File: src/rtl/pipe_mem_wb_skid.sv
// ---------------------------------------------------------------------------
// pipe_mem_wb_skid
//
// MEM -> WB pipeline register with a one-entry skid buffer. Entries flow in
// acceptance order through a head register (which drives the *_w outputs)
// and a skid register that catches one extra entry while WB stalls.
// in_ready is registered, so the upstream handshake never has a
// combinational path from out_ready.
//
// Ports
//   clk          rising-edge clock
//   reset        synchronous active-low reset
//   flush        synchronous flush; discards both entries (beats accept)
//   in_valid     MEM entry valid
//   in_ready     block can accept an entry this cycle (registered)
//   rd_data      memory read data            [DATA_W]
//   alu_out      ALU result                  [DATA_W]
//   wa3          destination register        [ADDR_W]
//   ctl_in       {mem_to_reg, reg_write, pc_src}
//   out_valid    head entry valid
//   out_ready    WB consumes the head entry this cycle
//   read_data_w  head read data (0 when empty)
//   alu_out_w    head ALU result (0 when empty)
//   wa3_w        head destination register (0 when empty)
//   ctl_w        head control bits (0 when empty)
//   result_w     mem_to_reg ? read_data_w : alu_out_w
//   wb_en        out_valid & out_ready & reg_write
//   occupancy    number of held entries, 0..2
// ---------------------------------------------------------------------------
module pipe_mem_wb_skid #(
  parameter int DATA_W = 32,
  parameter int ADDR_W = 4
) (
  input  logic              clk,
  input  logic              reset,
  input  logic              flush,
  input  logic              in_valid,
  output logic              in_ready,
  input  logic [DATA_W-1:0] rd_data,
  input  logic [DATA_W-1:0] alu_out,
  input  logic [ADDR_W-1:0] wa3,
  input  logic [2:0]        ctl_in,
  output logic              out_valid,
  input  logic              out_ready,
  output logic [DATA_W-1:0] read_data_w,
  output logic [DATA_W-1:0] alu_out_w,
  output logic [ADDR_W-1:0] wa3_w,
  output logic [2:0]        ctl_w,
  output logic [DATA_W-1:0] result_w,
  output logic              wb_en,
  output logic [1:0]        occupancy
);

  // State encoding doubles as the occupancy count.
  typedef enum logic [1:0] {
    EMPTY = 2'd0,
    ONE   = 2'd1,
    FULL  = 2'd2
  } state_t;

  typedef struct packed {
    logic [DATA_W-1:0] rd;
    logic [DATA_W-1:0] alu;
    logic [ADDR_W-1:0] wa;
    logic [2:0]        ctl;
  } entry_t;

  localparam entry_t ENTRY_ZERO = '0;

  state_t state_q, state_d;
  entry_t head_q,  head_d;
  entry_t skid_q,  skid_d;
  logic   in_ready_q, in_ready_d;

  entry_t in_entry;
  logic   accept;
  logic   pop;

  assign in_entry = '{rd: rd_data, alu: alu_out, wa: wa3, ctl: ctl_in};

  assign out_valid = (state_q != EMPTY);
  assign accept    = in_valid & in_ready_q;
  assign pop       = out_valid & out_ready;

  // Next-state: the head is zeroed whenever it becomes empty so the *_w
  // outputs read 0 without extra output masking.
  always_comb begin
    state_d = state_q;
    head_d  = head_q;
    skid_d  = skid_q;

    if (flush) begin
      state_d = EMPTY;
      head_d  = ENTRY_ZERO;
      skid_d  = ENTRY_ZERO;
    end else begin
      unique case (state_q)
        EMPTY: begin
          if (accept) begin
            head_d  = in_entry;
            state_d = ONE;
          end
        end
        ONE: begin
          if (accept && pop) begin
            head_d  = in_entry;
          end else if (accept) begin
            skid_d  = in_entry;
            state_d = FULL;
          end else if (pop) begin
            head_d  = ENTRY_ZERO;
            state_d = EMPTY;
          end
        end
        FULL: begin
          // in_ready is 0 here, so only a pop can happen.
          if (pop) begin
            head_d  = skid_q;
            skid_d  = ENTRY_ZERO;
            state_d = ONE;
          end
        end
        default: begin
          state_d = EMPTY;
          head_d  = ENTRY_ZERO;
          skid_d  = ENTRY_ZERO;
        end
      endcase
    end

    in_ready_d = (state_d != FULL);
  end

  always_ff @(posedge clk) begin
    if (!reset) begin
      state_q    <= EMPTY;
      head_q     <= ENTRY_ZERO;
      skid_q     <= ENTRY_ZERO;
      in_ready_q <= 1'b0;
    end else begin
      state_q    <= state_d;
      head_q     <= head_d;
      skid_q     <= skid_d;
      in_ready_q <= in_ready_d;
    end
  end

  assign in_ready    = in_ready_q;
  assign read_data_w = head_q.rd;
  assign alu_out_w   = head_q.alu;
  assign wa3_w       = head_q.wa;
  assign ctl_w       = head_q.ctl;
  assign occupancy   = state_q;

  assign result_w = ctl_w[2] ? read_data_w : alu_out_w;
  assign wb_en    = out_valid & out_ready & ctl_w[1];

endmodule

File: config.mk
export PLATFORM = sky130hd
export DESIGN_NAME = pipe_mem_wb_skid
export DESIGN_NICKNAME = d
export VERILOG_FILES = /design/src/rtl/pipe_mem_wb_skid.sv
export SDC_FILE = /design/constraint.sdc
export NUM_CORES = 1
export LEC_CHECK = 0
export ABC_AREA = 1
export BUFFER_PORTS_ARGS = -buffer_cell sky130_fd_sc_hd__buf_2
export CAP_MARGIN = 30
export CORE_MARGIN = 1.5
export CORE_UTILIZATION = 50
export DETAILED_ROUTE_END_ITERATION = 12
export GPL_TIMING_DRIVEN = 0
export PLACE_DENSITY = 0.75
export SYNTH_ARGS = -nofsm -noshare
export SYNTH_HDL_FRONTEND = slang
export SYNTH_SLANG_ARGS = --single-unit
export TNS_END_PERCENT = 100
File: constraint.sdc
create_clock -name clk -period 1.6 [get_ports clk]
set_input_delay 0.16 -clock clk [delete_from_list [all_inputs] [get_ports clk]]
set_output_delay 0.16 -clock clk [all_outputs]
set_load 0.02 [all_outputs]
After elaboration in Yosys (flattened, before gate mapping) --
Cells that the tools add are included.
Cells by class: add/subtract/negate cells 0, $mul 0, div/mod/pow operators 0, magnitude comparators 0, equality and inequality tests 9, shifts and indexed selects 0, mux-type cells 16, bitwise operators 5, reductions and logical operators 6
Operators with widths (count):
- 71-bit two-way mux | 6
- 71-bit case mux with 3 select lines | 2
- 32-bit two-way mux | 1
- 2-bit two-way mux | 6
- 2-bit inequality test (second input constant) | 5
- 4-bit AND reduction | 2
- 3-bit inequality test (second input constant) | 2
- 2-bit case mux with 3 select lines | 1
- 1-bit bitwise AND | 3
- 2-bit by 1-bit equality test with 1-bit output (second input constant) | 1
- 2-bit equality test (second input constant) | 1
- 2-bit zero test | 1
- 1-bit NOT | 2
- 2-bit nonzero test | 1
- 2-bit OR reduction | 1
- 1-bit logical AND | 1
Storage, ports and cells: register bits 145, latch bits 0, bits in writable memories 0, ROM bits 0, word-level logic and storage cells 46, memories 0

Logic depth before layout (Yosys ltp) --
Gate-level depths: netlist of run 1.
depth after elaboration 8, depth in mapped cells 9

Worst setup path before layout of run 1 --
No wires, ideal clock.
path kind register to output, from register state_q[0] (netlist: occupancy[0]), to output wb_en, arrival time 1.453 ns, required time 1.440 ns, path slack -0.013 ns, cell stages (with the launch flop) 5, path buffers 2, path through dfxtp_1 nor2_1 buf_2 buf_2 nor3b_1
Between the ends: cells in the longest elaborated chain, start to end 3
Ends and longest elaborated chain:
- start: declaration | line 70 | state_t state_q, state_d;
- start signal: assignment | line 141 | state_q <= state_d;
- 2-bit nonzero test | line 81 | assign out_valid = (state_q != EMPTY);
- 1-bit bitwise AND (2 in a row) | line 156 | assign wb_en = out_valid & out_ready & ctl_w[1];
- end: declaration | line 50 | output logic wb_en,
No other way between the ends.

Worst setup path in the final report of run 1 --
from register head_q, in the netlist ctl_w[2], to output result_w[29]
Between the ends: cells in the longest elaborated chain, start to end 1
Ends and longest elaborated chain:
- start: declaration | line 71 | entry_t head_q, head_d;
- start signal: assignment | line 137 | head_q <= ENTRY_ZERO;
- start signal: assignment | line 142 | head_q <= head_d;
- 32-bit two-way mux | line 155 | assign result_w = ctl_w[2] ? read_data_w : alu_out_w;
- end: declaration | line 49 | output logic [DATA_W-1:0] result_w,
No other way between the ends.

==> impl_metrics.xml, run 1 <==
<?xml version="1.0" encoding="UTF-8"?>
<metrics>
  <group name="critical_path">
    <metric name="critical_path_peak_fanout" unit="">10</metric>
    <metric name="crit_path_start_kind" unit="">flop</metric>
    <metric name="critical_path.max_stage_delay" unit="ns">0.34</metric>
    <metric name="worst_setup_path_end_kind" unit="">output port</metric>
    <metric name="worstPathRequired" unit="ns">1.44</metric>
    <metric name="r2r-start" unit="">occupancy[1]</metric>
    <metric name="timing.rr.end" unit="">read_data_w[26]</metric>
    <metric name="worstPathCellList" unit="">clkbuf_16 -&gt; buf_12 -&gt; mux2_2 -&gt; buf_2</metric>
    <metric name="rr_worst_depth" unit="">8</metric>
    <metric name="arrival" unit="ns">1.58</metric>
    <metric name="critPathSlowestCell" unit="">sky130_fd_sc_hd__dfxtp_2</metric>
    <metric name="timing.setup.critical_path_class" unit="">reg2out</metric>
    <metric name="r2r_slack" unit="ns">0.04</metric>
  </group>
  <group name="synthesis">
    <metric name="synth-seq-cells" unit="">145</metric>
    <metric name="synthDistinctLibCells" unit="">21</metric>
    <metric name="synth_sequential_area_ratio" unit="">0.3546</metric>
    <metric name="postSynthAreaPerCell" unit="um2">6.002</metric>
    <metric name="syn-instance-count" unit="">1364</metric>
    <metric name="yosysWarnings" unit="">0</metric>
    <metric name="synth.cell_area" unit="mm2">0.008187</metric>
    <metric name="number_of_nets_produced_by_synthesis" unit="">1440</metric>
  </group>
  <group name="cells_and_area">
    <metric name="fin_cells" unit="">1802</metric>
    <metric name="antenna-diode-count" unit="">0</metric>
    <metric name="finish.net_count" unit="">1649</metric>
    <metric name="design_area" unit="mm2">0.01037</metric>
    <metric name="layout_common_cells" unit="">433 x sky130_fd_sc_hd__nand2_1, 217 x sky130_fd_sc_hd__inv_1, 189 x sky130_fd_sc_hd__buf_2, 143 x sky130_fd_sc_hd__nand3_1</metric>
    <metric name="post_route_cells_drive_above_1_share" unit="">0.2175</metric>
    <metric name="fillCellCount" unit="">1541</metric>
    <metric name="layout_commonest_cell" unit="">sky130_fd_sc_hd__nand2_1</metric>
    <metric name="postLayoutCoreUtil" unit="">0.6503</metric>
    <metric name="flow.area_growth_from_synthesis" unit="%">26.64</metric>
  </group>
  <group name="placement">
    <metric name="buffer_ports.inserted" unit="">183</metric>
    <metric name="finalWeightedCongestion" unit="">0.8997</metric>
    <metric name="place.detailed.instances" unit="">1763</metric>
    <metric name="dp_hpwl" unit="um">18060</metric>
    <metric name="pre_cts_slack" unit="ns">-0.4589</metric>
    <metric name="placement.cell_area" unit="mm2">0.009378</metric>
  </group>
  <group name="sta">
    <metric name="worst_pin_slew" unit="ns">0.6988</metric>
    <metric name="hold-worst-slack" unit="ns">0.003913</metric>
    <metric name="timing_max_transition_violations_final" unit="">0</metric>
    <metric name="relSlewSlack" unit="">0.5341</metric>
    <metric name="setup_total_negative_slack" unit="ns">-3.567</metric>
    <metric name="achievable-frequency" unit="MHz">575.8</metric>
    <metric name="period_share" unit="">1.086</metric>
    <metric name="skew" unit="ns">0.007847</metric>
    <metric name="number_of_hold_slack_violations_in_the_final_timing_report" unit="">0</metric>
    <metric name="rsz0062_at_grt" unit="">yes</metric>
    <metric name="setup_ws" unit="ns">-0.1368</metric>
    <metric name="min_period" unit="ns">1.737</metric>
    <metric name="finalSetupViolations" unit="">32</metric>
  </group>
  <group name="cts">
    <metric name="cts_max_level" unit="">4</metric>
    <metric name="worst_setup_hold_path_clk_slew" unit="ns">0.06</metric>
    <metric name="tritoncts" unit="">done</metric>
    <metric name="cts.sinks" unit="">145</metric>
    <metric name="number_of_buffers_created_by_cts" unit="">17</metric>
    <metric name="cts_buffer_depth" unit="">2</metric>
    <metric name="worst_skew_pair.late_latency" unit="ns">0.43</metric>
    <metric name="cts-root-buf" unit="">sky130_fd_sc_hd__clkbuf_16</metric>
  </group>
  <group name="route">
    <metric name="antenna_violating_nets_post_route" unit="">0</metric>
    <metric name="detailroute.via_count" unit="">9032</metric>
    <metric name="drt-vias-per-instance" unit="">5.012</metric>
    <metric name="total_wirelength" unit="um">26170</metric>
    <metric name="dr.pass1.iters" unit="">5</metric>
    <metric name="drc" unit="">0</metric>
    <metric name="detailedRoute.firstIterationViolations" unit="">686</metric>
    <metric name="wire_per_inst" unit="um">14.52</metric>
  </group>
  <group name="hold_path">
    <metric name="worstHoldStart" unit="">reset</metric>
    <metric name="hold-path-endpoint" unit="">in_ready</metric>
    <metric name="min_delay_path_depth" unit="">3</metric>
    <metric name="timing.hold.worst.class" unit="">in2reg</metric>
  </group>
  <group name="global_routing">
    <metric name="gr-usage-all-layers" unit="">0.3058</metric>
    <metric name="grt_max_degree" unit="">17</metric>
    <metric name="grt_pass1_vias" unit="">8086</metric>
    <metric name="number_of_antenna_violations_at_the_first_check_in_global_routing" unit="">0</metric>
    <metric name="wire_length_of_the_first_global_routing_pass" unit="um">40390</metric>
    <metric name="grt_overflow" unit="">0</metric>
  </group>
  <group name="floorplan">
    <metric name="core_area" unit="mm2">0.01594</metric>
    <metric name="effective_utilization_at_floorplan" unit="">0.5135</metric>
    <metric name="fp.dieH" unit="um">131.0</metric>
    <metric name="io-pin-count" unit="">184</metric>
    <metric name="placement_rows" unit="">46</metric>
    <metric name="dieWidth" unit="um">131.0</metric>
    <metric name="dieArea" unit="mm2">0.01715</metric>
  </group>
  <group name="job">
    <metric name="cap_viol_max_count" unit="">0</metric>
  </group>
  <group name="power_and_ir_drop">
    <metric name="max-vdd-ir-drop" unit="mV">0.7903</metric>
    <metric name="power_density" unit="mW/mm2">861.6</metric>
    <metric name="total_leakage_power" unit="nW">5.649</metric>
    <metric name="fin_total_pwr" unit="mW">8.932</metric>
  </group>
  <group name="run_status">
    <metric name="violations_in_the_final_reports" unit="">setup timing</metric>
    <metric name="status" unit="">complete, but fails checks</metric>
  </group>
</metrics>
[cell usage after synthesis, drive strengths merged]
master,n,area (um2)
a21oi,107,535.5
a31oi,1,6.260
buf,55,281.5
clkbuf,36,135.1
dfxtp,145,2903
inv,222,833.3
mux2,32,360.4
nand2,437,1643
nand3,144,725.7
nor2,147,561.8
nor3b,1,7.510
nor4,1,6.260
o211ai,1,12.51
o21ai,35,175.2
[layout make-up]
| cell class | count | area (um2) | area share |
|---|---|---|---|
| tap | 216 | 270.3 | 0.02607 |
| inverter | 222 | 843.3 | 0.08134 |
| clock inverter | 4 | 45.04 | 0.004345 |
| buffer | 90 | 618.1 | 0.05962 |
| timing repair buffer | 191 | 1027 | 0.09908 |
| sequential | 145 | 2912 | 0.2808 |
| clock buffer | 28 | 536.8 | 0.05177 |
| multi-input combinational | 906 | 4115 | 0.3969 |
[critical path, delay by kind of cell (launching register included)]
family                 cells  cell delay, ns
DFF                        1            0.34
muxes                      1            0.33
buffers and inverters      3            0.46
[metal layers]
layer  GRT usage  vias up  wire length, um
li1            -     4571                -
met1      0.4014     4033            11210
met2      0.4955      373            12350
met3     0.04601       55             1827
met4      0.1429        0              783
met5           0        -                0
[timing repair]
| action | in CTS | in global routing |
|---|---|---|
| resized for setup | 44 | 110 |
| pin swaps | 0 | 1 |
| endpoints found under the setup margin | 165 | 172 |
| endpoints found under the hold margin | 1 | 0 |
| setup buffers | 3 | 4 |
| hold buffers | 1 | 0 |
[kinds of logic (layout without fill, tap and decap cells)]
group	after synthesis	in the layout	synth area share
compound gates	144	144	0.08910
simple gates	730	730	0.3596
mux	32	32	0.04402
flops	145	145	0.3546
buf+inv	313	535	0.1527
[flip-flops by register name, summed over array words and instances (netlist names)]
signal       count
wa3_w            4
alu_out_w       32
read_data_w     32
occupancy        2
skid_q          71
in_ready         1
ctl_w            3
[report_power, final]
part           switching [mW]  total [mW]  leakage (nW)  internal, mW
sequential             0.0566        3.74          1.18          3.69
combinational           0.809        1.25          4.18         0.437
clock                    1.52        3.94         0.290          2.42
total                    2.38        8.93          5.65          6.55
[worst max path at each step]
| stage | start | end | slack [ns] | depth (start not counted) |
|---|---|---|---|---|
| 2_1_floorplan | occupancy[0] | alu_out_w[0] | 0.03 | 8 |
| 3_3_place_gp | ctl_w[2] | result_w[30] | -0.43 | 4 |
| 3_5_place_dp | ctl_w[2] | result_w[29] | -0.46 | 4 |
| 4_1_cts | ctl_w[2] | result_w[29] | -0.17 | 4 |
| 5_1_grt | ctl_w[2] | result_w[29] | -0.17 | 4 |
| 6_report | ctl_w[2] | result_w[29] | -0.14 | 4 |
Note: power is estimated with default switching activity, not from simulation.
==> run 2, diff against run 1 <==
--- a/config.mk
+++ b/config.mk
@@ -12,6 +12,7 @@
 export CORE_UTILIZATION = 50
 export DETAILED_ROUTE_END_ITERATION = 12
 export GPL_TIMING_DRIVEN = 0
+export HOLD_SLACK_MARGIN = 0.12
 export PLACE_DENSITY = 0.75
 export SYNTH_ARGS = -nofsm -noshare
 export SYNTH_HDL_FRONTEND = slang
==> run 2 against run 1 <==
Net effect: the run still ends with setup timing left; maximum frequency shrank 0.18%; hold slack better by 0.12 ns; cell count up 2.2%; clock power is essentially flat; critical path depth unchanged; design area up 8.1%; non-clock buffer count grew 39; sequential share of layout area fell by 2.1 points; via count is 3.2% higher; largest cell class unchanged; clock skew rose by 0.00061 ns.
==> impl_metrics.xml, run 2 (same netlist as run 1, synthesis figures left out) <==
<?xml version="1.0" encoding="UTF-8"?>
<metrics>
  <group name="cts">
    <metric name="cts-root-buf" unit="">sky130_fd_sc_hd__clkbuf_16</metric>
    <metric name="cts_buffer_depth" unit="">2</metric>
    <metric name="worst_setup_hold_path_clk_slew" unit="ns">0.06</metric>
    <metric name="number_of_buffers_created_by_cts" unit="">17</metric>
    <metric name="cts_max_level" unit="">4</metric>
    <metric name="tritoncts" unit="">done</metric>
    <metric name="cts.sinks" unit="">145</metric>
    <metric name="worst_skew_pair.late_latency" unit="ns">0.43</metric>
  </group>
  <group name="critical_path">
    <metric name="crit_path_start_kind" unit="">flop</metric>
    <metric name="arrival" unit="ns">1.58</metric>
    <metric name="worstPathRequired" unit="ns">1.44</metric>
    <metric name="timing.setup.critical_path_class" unit="">reg2out</metric>
    <metric name="worstPathCellList" unit="">clkbuf_16 -&gt; clkbuf_16 -&gt; mux2_4 -&gt; buf_6</metric>
    <metric name="crit_path_frequent_cell" unit="">sky130_fd_sc_hd__clkbuf_16</metric>
    <metric name="critPathSlowestCell" unit="">sky130_fd_sc_hd__dfxtp_2</metric>
    <metric name="worst_setup_path_end_kind" unit="">output port</metric>
    <metric name="critical_path_peak_fanout" unit="">8</metric>
    <metric name="critical_path.max_stage_delay" unit="ns">0.34</metric>
    <metric name="family_with_the_most_delay_on_the_worst_path" unit="">buffers and inverters</metric>
    <metric name="cp.buffers_inverters" unit="">3</metric>
  </group>
  <group name="placement">
    <metric name="placement.cell_area" unit="mm2">0.009378</metric>
    <metric name="buffer_ports.inserted" unit="">183</metric>
    <metric name="dp_hpwl" unit="um">18060</metric>
    <metric name="finalWeightedCongestion" unit="">0.8997</metric>
  </group>
  <group name="floorplan">
    <metric name="dieArea" unit="mm2">0.01715</metric>
    <metric name="placement_rows" unit="">46</metric>
    <metric name="effective_utilization_at_floorplan" unit="">0.5135</metric>
    <metric name="dieWidth" unit="um">131.0</metric>
    <metric name="io-pin-count" unit="">184</metric>
    <metric name="core_area" unit="mm2">0.01594</metric>
    <metric name="fp.dieH" unit="um">131.0</metric>
  </group>
  <group name="sta">
    <metric name="timing_max_transition_violations_final" unit="">0</metric>
    <metric name="achievable-frequency" unit="MHz">574.7</metric>
    <metric name="worst_pin_slew" unit="ns">0.7158</metric>
    <metric name="setup_ws" unit="ns">-0.1400</metric>
    <metric name="rsz0062_at_grt" unit="">yes</metric>
    <metric name="min_period" unit="ns">1.740</metric>
    <metric name="period_share" unit="">1.087</metric>
    <metric name="relSlewSlack" unit="">0.5228</metric>
    <metric name="skew" unit="ns">0.008454</metric>
    <metric name="number_of_hold_slack_violations_in_the_final_timing_report" unit="">0</metric>
    <metric name="finalSetupViolations" unit="">40</metric>
  </group>
  <group name="cells_and_area">
    <metric name="layout_commonest_cell" unit="">sky130_fd_sc_hd__nand2_1</metric>
    <metric name="largest_reg_flops" unit="">71</metric>
    <metric name="post_route_cells_drive_above_1_share" unit="">0.2319</metric>
    <metric name="antenna-diode-count" unit="">0</metric>
    <metric name="largest-register" unit="">skid_q</metric>
    <metric name="layout.area.seq" unit="mm2">0.002913</metric>
    <metric name="finish.net_count" unit="">1689</metric>
    <metric name="design_area" unit="mm2">0.01121</metric>
    <metric name="fillCellCount" unit="">1373</metric>
    <metric name="flow.area_growth_from_synthesis" unit="%">36.91</metric>
    <metric name="layout_common_cells" unit="">427 x sky130_fd_sc_hd__nand2_1, 216 x sky130_fd_sc_hd__inv_1, 165 x sky130_fd_sc_hd__buf_2</metric>
    <metric name="multi_input_comb_area" unit="mm2">0.004290</metric>
  </group>
  <group name="power_and_ir_drop">
    <metric name="fin_total_pwr" unit="mW">9.095</metric>
    <metric name="max-vdd-ir-drop" unit="mV">0.7806</metric>
    <metric name="total_leakage_power" unit="nW">5.925</metric>
    <metric name="power_density" unit="mW/mm2">811.5</metric>
  </group>
  <group name="global_routing">
    <metric name="wire_length_of_the_first_global_routing_pass" unit="um">41060</metric>
    <metric name="gr-usage-all-layers" unit="">0.3109</metric>
    <metric name="grt_max_degree" unit="">17</metric>
    <metric name="grt_overflow" unit="">0</metric>
    <metric name="grt_pass1_vias" unit="">8247</metric>
    <metric name="number_of_antenna_violations_at_the_first_check_in_global_routing" unit="">0</metric>
  </group>
  <group name="run_status">
    <metric name="violations_in_the_final_reports" unit="">setup timing</metric>
    <metric name="status" unit="">complete, but fails checks</metric>
  </group>
  <group name="route">
    <metric name="dr.pass1.iters" unit="">5</metric>
    <metric name="total_wirelength" unit="um">28180</metric>
    <metric name="detailedRoute.firstIterationViolations" unit="">752</metric>
    <metric name="detailroute.via_count" unit="">9322</metric>
    <metric name="antenna_violating_nets_post_route" unit="">0</metric>
    <metric name="wire_per_inst" unit="um">15.30</metric>
    <metric name="drc" unit="">0</metric>
    <metric name="drt-vias-per-instance" unit="">5.061</metric>
  </group>
  <group name="hold_path">
    <metric name="timing.hold.worst.class" unit="">in2reg</metric>
  </group>
  <group name="job">
    <metric name="cap_viol_max_count" unit="">0</metric>
  </group>
</metrics>
[run 2: worst reg2reg max path: stages (launching register included)]
cell	delay, ns
sky130_fd_sc_hd__dfxtp_4	0.41
sky130_fd_sc_hd__nor2_4	0.06
sky130_fd_sc_hd__buf_6	0.13
sky130_fd_sc_hd__nor2_4	0.31
sky130_fd_sc_hd__buf_6	0.16
sky130_fd_sc_hd__buf_8	0.12
sky130_fd_sc_hd__nand3_1	0.08
sky130_fd_sc_hd__nand2_1	0.10
sky130_fd_sc_hd__nand2_1	0.07
sky130_fd_sc_hd__a21oi_2	0.11
[run 2: stage by stage]
stage	TNS, ns	utilization	hold slack [ns]	cells	worst slack, ns
2_1_floorplan	0	-	0.2383	1364	0.02599
3_3_place_gp	-29.14	0.5882	0.3714	1763	-0.4286
3_5_place_dp	-31.40	0.5882	0.3786	1763	-0.4589
4_1_cts	-4.728	0.6519	0.1213	1827	-0.1656
5_1_grt	-5.302	0.7030	0.1423	1842	-0.1667
6_report	-3.717	0.7030	0.1282	1842	-0.1400
[run 2: layout make-up]
| cell class | count | area share |
|---|---|---|
| Clock inverter | 4 | 0.004019 |
| Tap cell | 216 | 0.02411 |
| Buffer | 91 | 0.05995 |
| Sequential cell | 145 | 0.2599 |
| Inverter | 222 | 0.07613 |
| Multi-Input combinational cell | 907 | 0.3828 |
| Clock buffer | 28 | 0.04789 |
| Timing Repair Buffer | 229 | 0.1452 |
[run 2: path summary, 6_finish.rpt]
check / from / to / slack [ns] / cells past startpoint
setup reg to reg: occupancy[0] / alu_out_w[13] / -0.02 / 9
setup / recovery: ctl_w[2] / result_w[27] / -0.14 / 4
hold / removal: alu_out[9] / skid_q[16] / 0.13 / 5
hold reg to reg: skid_q[32] / skid_q[32] / 0.45 / 2
[run 2: power breakdown]
group,leakage (nW),internal (mW),switching (mW)
clock,0.290,2.42,1.52
combinational,4.46,0.540,0.862
sequential,1.18,3.69,0.0598
total,5.92,6.65,2.44
[run 2: repair_timing]
item                                   in CTS  in global routing
buffers inserted                            3                 10
pin swaps                                   0                 11
setup endpoints to repair                 165                175
resized for setup                          44                223
hold buffers                               29                  0
cloned                                      0                  5
endpoints found under the hold margin      27                  0
[run 2: per-layer routing]
metal / vias to the layer above / global-route usage / wire length (um)
met3: 67 / 0.04520 / 2106
met4: 0 / 0.1429 / 884
met5: - / 0 / 0
met1: 4169 / 0.4032 / 11730
met2: 427 / 0.5119 / 13450
li1: 4659 / - / -
